### src/rtl/serial_subtractor_pkg.sv
// Shared definitions for the bit-serial subtractor: FSM state encoding and
// the default operand width.
package serial_subtractor_pkg;

    localparam int DEFAULT_WIDTH = 8;

    // Controller states; the encoding values are fixed so the state register
    // can be decoded directly by debug tooling.
    typedef enum logic [1:0] {
        IDLE  = 2'd0,
        SHIFT = 2'd1,
        DONE  = 2'd2
    } state_t;

endpackage

### src/rtl/full_subtractor.sv
// One-bit full-subtractor cell: diff = a - b - borrow_in, with borrow out.
module full_subtractor (
    input  logic a,
    input  logic b,
    input  logic borrow_in,
    output logic diff,
    output logic borrow
);

    // Difference bit and borrow generation for a single bit position.
    always_comb begin
        diff   = a ^ b ^ borrow_in;
        borrow = (~a & b) | (~(a ^ b) & borrow_in);
    end

endmodule

### src/rtl/serial_subtractor.sv
// Bit-serial, LSB-first subtractor: diff = a - b - borrow_in over WIDTH
// cycles using one full_subtractor cell and a registered borrow.
// Handshake: start (sampled in IDLE) / busy / one-cycle done pulse.
// Optional feature: define SERIAL_SUBTRACTOR_OVERFLOW_EN to add the
// 'overflow' output (signed two's-complement overflow of the operation).
module serial_subtractor
    import serial_subtractor_pkg::*;
#(
    parameter  int WIDTH = DEFAULT_WIDTH,
    localparam int CNT_W = $clog2(WIDTH + 1)
) (
    input  logic             clk,
    input  logic             reset,
    input  logic             start,
    input  logic [WIDTH-1:0] a,
    input  logic [WIDTH-1:0] b,
    input  logic             borrow_in,
    output logic             busy,
    output logic             done,
    output logic [WIDTH-1:0] diff,
    output logic             borrow_out
`ifdef SERIAL_SUBTRACTOR_OVERFLOW_EN
    ,
    output logic             overflow
`endif
);

    localparam logic [CNT_W-1:0] LAST_BIT = CNT_W'(WIDTH - 1);

    state_t           state_r;
    logic [WIDTH-1:0] a_sr_r;
    logic [WIDTH-1:0] b_sr_r;
    logic [WIDTH-1:0] res_sr_r;
    logic             brw_r;
    logic [CNT_W-1:0] cnt_r;
    logic             d_s;
    logic             bo_s;
`ifdef SERIAL_SUBTRACTOR_OVERFLOW_EN
    logic             ovf_r;
`endif

    // The single bit cell always looks at the current LSBs and borrow flop.
    full_subtractor u_cell (
        .a         (a_sr_r[0]),
        .b         (b_sr_r[0]),
        .borrow_in (brw_r),
        .diff      (d_s),
        .borrow    (bo_s)
    );

    // Controller and serial datapath: state, shift registers, counter and
    // all registered outputs update together on the rising edge.
    always_ff @(posedge clk) begin
        if (reset) begin
            state_r    <= IDLE;
            a_sr_r     <= '0;
            b_sr_r     <= '0;
            res_sr_r   <= '0;
            brw_r      <= 1'b0;
            cnt_r      <= '0;
            busy       <= 1'b0;
            done       <= 1'b0;
            diff       <= '0;
            borrow_out <= 1'b0;
`ifdef SERIAL_SUBTRACTOR_OVERFLOW_EN
            ovf_r      <= 1'b0;
            overflow   <= 1'b0;
`endif
        end else begin
            // done is a pulse; only the DONE branch raises it.
            done <= 1'b0;
            case (state_r)
                IDLE: begin
                    if (start) begin
                        a_sr_r  <= a;
                        b_sr_r  <= b;
                        brw_r   <= borrow_in;
                        cnt_r   <= '0;
                        busy    <= 1'b1;
                        state_r <= SHIFT;
                    end else begin
                        state_r <= IDLE;
                    end
                end
                SHIFT: begin
                    a_sr_r   <= {1'b0, a_sr_r[WIDTH-1:1]};
                    b_sr_r   <= {1'b0, b_sr_r[WIDTH-1:1]};
                    res_sr_r <= {d_s, res_sr_r[WIDTH-1:1]};
                    brw_r    <= bo_s;
                    cnt_r    <= cnt_r + CNT_W'(1);
                    if (cnt_r == LAST_BIT) begin
`ifdef SERIAL_SUBTRACTOR_OVERFLOW_EN
                        // Borrow into the MSB xor borrow out of the MSB.
                        ovf_r <= brw_r ^ bo_s;
`endif
                        state_r <= DONE;
                    end else begin
                        state_r <= SHIFT;
                    end
                end
                DONE: begin
                    diff       <= res_sr_r;
                    borrow_out <= brw_r;
`ifdef SERIAL_SUBTRACTOR_OVERFLOW_EN
                    overflow   <= ovf_r;
`endif
                    done       <= 1'b1;
                    busy       <= 1'b0;
                    state_r    <= IDLE;
                end
                default: begin
                    busy    <= 1'b0;
                    state_r <= IDLE;
                end
            endcase
        end
    end

endmodule

### config.mk
export PLATFORM = sky130hd
export DESIGN_NAME = serial_subtractor
export DESIGN_NICKNAME = d
export VERILOG_FILES = /design/src/rtl/serial_subtractor_pkg.sv /design/src/rtl/full_subtractor.sv /design/src/rtl/serial_subtractor.sv
export SDC_FILE = /design/constraint.sdc
export NUM_CORES = 1
export LEC_CHECK = 0
export CELL_PAD_IN_SITES_DETAIL_PLACEMENT = 1
export CELL_PAD_IN_SITES_GLOBAL_PLACEMENT = 1
export CORE_MARGIN = 4
export CORE_UTILIZATION = 34
export CTS_CLUSTER_SIZE = 24
export DETAILED_ROUTE_END_ITERATION = 8
export PLACE_DENSITY_LB_ADDON = 0.1
export SLEW_MARGIN = 0
export SYNTH_ARGS = -nofsm -noshare
export SYNTH_HDL_FRONTEND = slang
export SYNTH_SLANG_ARGS = --single-unit
### constraint.sdc
create_clock -name clk -period 1.3 [get_ports clk]
set_input_delay 0.195 -clock clk [delete_from_list [all_inputs] [get_ports clk]]
set_output_delay 0.195 -clock clk [all_outputs]
set_load 0.03 [all_outputs]
Word-level counts from Yosys, hierarchy flattened

Index checks and enable logic that the tools add are counted.

Bits in registers: 42
Input bits: 20
Output and inout bits: 11

Muxes and demuxes: 14
Equal/unequal tests: 4
Reductions and logical operators: 4
Bitwise logic cells: 8
Add/sub/neg operators: 1

Operators by type and width:

| operator                                                               | count |
|---|---|
| 8-bit case mux with 2 select lines                                     | 2 |
| 8-bit 2-to-1 mux                                                       | 2 |
| 4-bit case mux with 2 select lines                                     | 1 |
| 4-bit by 1-bit adder with 4-bit output (second input constant)         | 1 |
| 4-bit by 3-bit equality test with 1-bit output (second input constant) | 1 |
| 1-bit 2-to-1 mux                                                       | 4 |
| 4-bit 2-to-1 mux                                                       | 1 |
| 1-bit case mux with 2 select lines                                     | 2 |
| 2-bit case mux with 2 select lines                                     | 1 |
| 2-bit AND reduction                                                    | 2 |
| 1-bit NOT                                                              | 3 |
| 1-bit bitwise AND                                                      | 2 |
| 2-bit by 1-bit equality test with 1-bit output (second input constant) | 1 |
| 2-bit equality test (second input constant)                            | 1 |
| 2-bit logical NOT                                                      | 1 |
| 2-bit 2-to-1 mux                                                       | 1 |
| 2-bit != test (second input constant)                                  | 1 |
| 2-bit nonzero test                                                     | 1 |
| 1-bit bitwise XOR                                                      | 2 |
| 1-bit bitwise OR                                                       | 1 |

Depth between registers and ports, before layout

Depth after elaboration: 5
Depth in mapped cells: 6

Cells and area by module

From an unflattened synthesis, not the netlist that was laid out.

Cell total of the unflattened synthesis: 205
Area, all modules: 1,742.9 um^2

Modules (own cells, without submodules):

| module            | area an instance (um^2) | times used | sequential area each (um^2) | cells an instance |
|---|---|---|---|---|
| serial_subtractor | 1,711.6                 | 1          | 840.8                       | 201 |
| full_subtractor   | 31.3                    | 1          | 0.0                         | 4 |

Least setup slack after synthesis

Ideal clock, no wire load.

Path kind: register to register
From: register b_sr_r[0]
To: register brw_r
Setup slack: 0.079 ns
Arrival: 1.134 ns
Stages on the path, launching flop included: 5
Cells stage by stage: dfxtp_1 inv_1 fa_1 o21a_1 a221oi_2

Longest elaborated chain between the ends: 5

RTL lines:

| item                                   | RTL line                | RTL |
|---|---|---|
| start, declared                        | serial_subtractor.sv:32 | `logic [WIDTH-1:0] b_sr_r;` |
| start signal, assigned                 | serial_subtractor.sv:87 | `b_sr_r <= {1'b0, b_sr_r[WIDTH-1:1]};` |
| 1-bit bitwise XOR                      | full_subtractor.sv:13   | `borrow = (~a & b) \| (~(a ^ b) & borrow_in);` |
| 1-bit NOT                              | full_subtractor.sv:13   |  |
| 1-bit bitwise AND                      | full_subtractor.sv:13   |  |
| 1-bit bitwise OR (*)                   | full_subtractor.sv:13   |  |
| 1-bit case mux with 2 select lines (*) | serial_subtractor.sv:72 | `case (state_r)` |
| end signal, assigned                   | serial_subtractor.sv:77 | `brw_r <= borrow_in;` |
| end signal, assigned                   | serial_subtractor.sv:89 | `brw_r <= bo_s;` |
| end, declared                          | serial_subtractor.sv:34 | `logic brw_r;` |

Mark *: on every way between the ends. The rest lies on a longest branch, timed or not.
A chain may end at the register's enable or synchronous reset.

Worst setup path in the final report

From: input port start
To: register b_sr_r[0]

Longest elaborated chain between the ends: 2

RTL lines:

| item                                 | RTL line                | RTL |
|---|---|---|
| start, declared                      | serial_subtractor.sv:14 | `input logic start,` |
| 2-bit != test (no source line)       | n/a                     |  |
| 2-bit AND reduction (no source line) | n/a                     |  |

Every way passes these cells.

==> results <==
## worst min-delay path by stage
stage | cells after the start | slack (ns) | end | startpoint
6_report | 2 | 0.45 | borrow_out | borrow_out
5_1_grt | 2 | 0.48 | diff[2] | diff[2]
4_1_cts | 2 | 0.46 | borrow_out | borrow_out
3_5_place_dp | 2 | 0.45 | busy | busy
3_3_place_gp | 2 | 0.44 | diff[5] | diff[5]
2_1_floorplan | 2 | 0.34 | a_sr_r[7] | a[7]
## cell families (layout without fill, tap and decap cells)
kind of cell               after synthesis  count (layout)
AOI/OAI and AO/OA                       56              56
adders and majority gates                2               2
buffers and inverters                   22              60
DFF                                     42              42
muxes                                    1               1
and+or+nand+nor                         76              76
## layer usage
metal  global-route usage  vias up
li1                     -      763
met1                0.175      727
met2                0.278       30
met3               0.0397        8
met4               0.0533        0
met5                    0        -
## cell type report
class                   count  area share
inverters                   5     0.00825
repair buffers             49       0.211
clock buffers               6      0.0363
flip-flops and latches     42       0.372
multi-input cells         135       0.336
well taps                  67      0.0368
## per-stage QoR
step	total power, uW	cells	instance area [um^2]	TNS [ns]	util
CTS	2570	303	2260	0	0.472
global route	2680	304	2280	-0.00112	0.476
floorplan	1600	199	1710	0	-
finish	2540	304	2280	0	0.476
global placement	1740	297	2180	-1.57	0.456
detailed placement	1760	297	2180	-2.54	0.456
## placed cells by master (no fill, tap or decap), drive strengths merged, types with 2 or more instances in the layout
master	count
nand2	37
o22ai	6
a211oi	14
nor3	2
o2bb2ai	8
a21oi	18
a22oi	3
dfxtp	42
dlygate4sd2	11
clkbuf	6
nand3	2
nand2b	3
a221oi	2
inv	5
nor2b	2
clkdlybuf4s50	19
nor2	27
buf	19
## registers in the layout, indices dropped and copies added (netlist names)
| register | cells |
|---|---|
| a_sr_r | 8 |
| b_sr_r | 8 |
| res_sr_r | 8 |
| done | 1 |
| borrow_out | 1 |
| state_r | 2 |
| diff | 8 |
| busy | 1 |
| brw_r | 1 |
| cnt_r | 4 |
## what timing repair did
action	CTS	global route
setup buffers	0	1
gates resized for setup	15	3
gates cloned	0	0
setup endpoints to repair	31	2
pin swaps	0	2
hold buffers	0	0
## where the power goes
| group | leakage (uW) | internal, uW | switching (uW) | total [uW] |
|---|---|---|---|---|
| combinational | 0.000503 | 177 | 160 | 337 |
| sequential | 0.000345 | 1340 | 40.2 | 1380 |
| clock | 0.0000431 | 410 | 408 | 818 |
| total | 0.000891 | 1930 | 608 | 2540 |
## worst max-delay path: stages
cell             delay (ns)
clkdlybuf4s50_1        0.54
buf_4                  0.16
o21bai_1               0.08
buf_4                  0.15
a221oi_1               0.30
==> flow_summary.yaml <==
timing:
  fin_skew_ns: 0.00438
  drv_slew: 0
  finalWorstSetupSlack_ns: 0.0442
  max_clock_freq_mhz: 796
  min_period_over_period: 0.966
  finalHoldViolations: 0
  tightest_slew_ns: 0.315
  max_slew_margin: 0.791
  setup_viol_count_final: 0
  fin_hold_ws_ns: 0.452
  fin_crit_ns: 1.26
routing:
  ant_nets: 0
  drt_first_iter_violations: 53
  viasPerCell: 5.03
  drc: 0
  wl_um: 4340
  met2_length_um: 2250
  num_vias: 1528
  wl_met3_um: 189
  drt_first_pass_iters: 4
  top_layer: "met4"
  wire_per_inst_um: 14.3
  met1_length_um: 1830
grt:
  grt_max_degree: 43
  grt_first_pass_wirelength_um: 7580
  grt_usage: 0.154
  gr-total-overflow: 0
  grt_antenna_before_repair: 0
  grt_pass1_vias: 1662
synth:
  yosys_warnings: 0
  synth_top_family_by_area: "compound AO/OA/AOI/OAI gates"
  synth_seq_cells: 42
  yosysTopAreaCell: "dfxtp_1"
  synthMuxAreaShare: 0.00587
  synthTopCellsByArea: "dfxtp_1, nand2_1, a211oi_1"
  synth_nets: 221
  synth_flop_cell: "dfxtp_1"
  async_reset_ff_frac: 0
  synthXorXnorAreaFrac: 0
  netlist_top_cells_count: "dfxtp_1, nand2_1, nor2_1"
  synth.top_cell.area_share: 0.493
  synth_seq_area_share: 0.493
  synth_most_common_cell: "dfxtp_1"
  synthAdderAreaFrac: 0.0191
  synthCells: 199
  syn_area_per_cell_um2: 8.57
  synth_area_mm2: 0.00171
  synth_edf_count: 0
  synthSimpleGateAreaFrac: 0.189
  synth_compound_area_frac: 0.229
  ys_types: 32
layout:
  fin_nets: 260
  fillers: 581
  drive_above_1_share: 0.148
  area.growth.synth_to_final_pct: 33.5
  antenna_cells: 0
  regArea_um2: 847
  multi_input_comb_area_um2: 764
placed_design:
  place_hpwl_um: 3230
  place_ws_ns: -0.231
  finalWeightedCongestion: 0.807
  port_buffers: 30
clock_tree:
  clkSinkCount: 42
  cts_buffers: 5
  cts_buffer_depth: 2
  cts_root_buffer: "clkbuf_8"
  htree_levels: 2
  cts_tree: "built"
  clk_latency_ns: 0.28
  path_clk_slew_ns: 0.07
critical_path:
  cp.arrival_ns: 1.44
  crit_fanout: 5
  startpoint: "start"
  critical_path_class: "in -> reg"
  ff2ff_path_depth: 3
  reg2reg_from: "state_r[1]"
  required_ns: 1.48
  r2r-end: "cnt_r[3]"
  crit_path_start_kind: "input pin"
  end_kind: "flop"
  r2r_setup_slack_ns: 0.06
  crit_end: "b_sr_r[0]"
floorplanning:
  die_y_um: 78.8
  dieArea_mm2: 0.00621
  core_area_mm2: 0.00479
  row_count: 25
  die_x_um: 78.8
  start_util: 0.356
  io_pins: 31
power:
  leakage_uw: 0.000891
  p_per_area_mw_per_mm2: 1120
  ir_drop_mv: 0.415
outcome:
  status: "complete, no violations"
flow_run:
  maxCapViolCount: 0
hold_path:
  hp-class: "reg -> reg"
(Power assumes the default switching activity.)
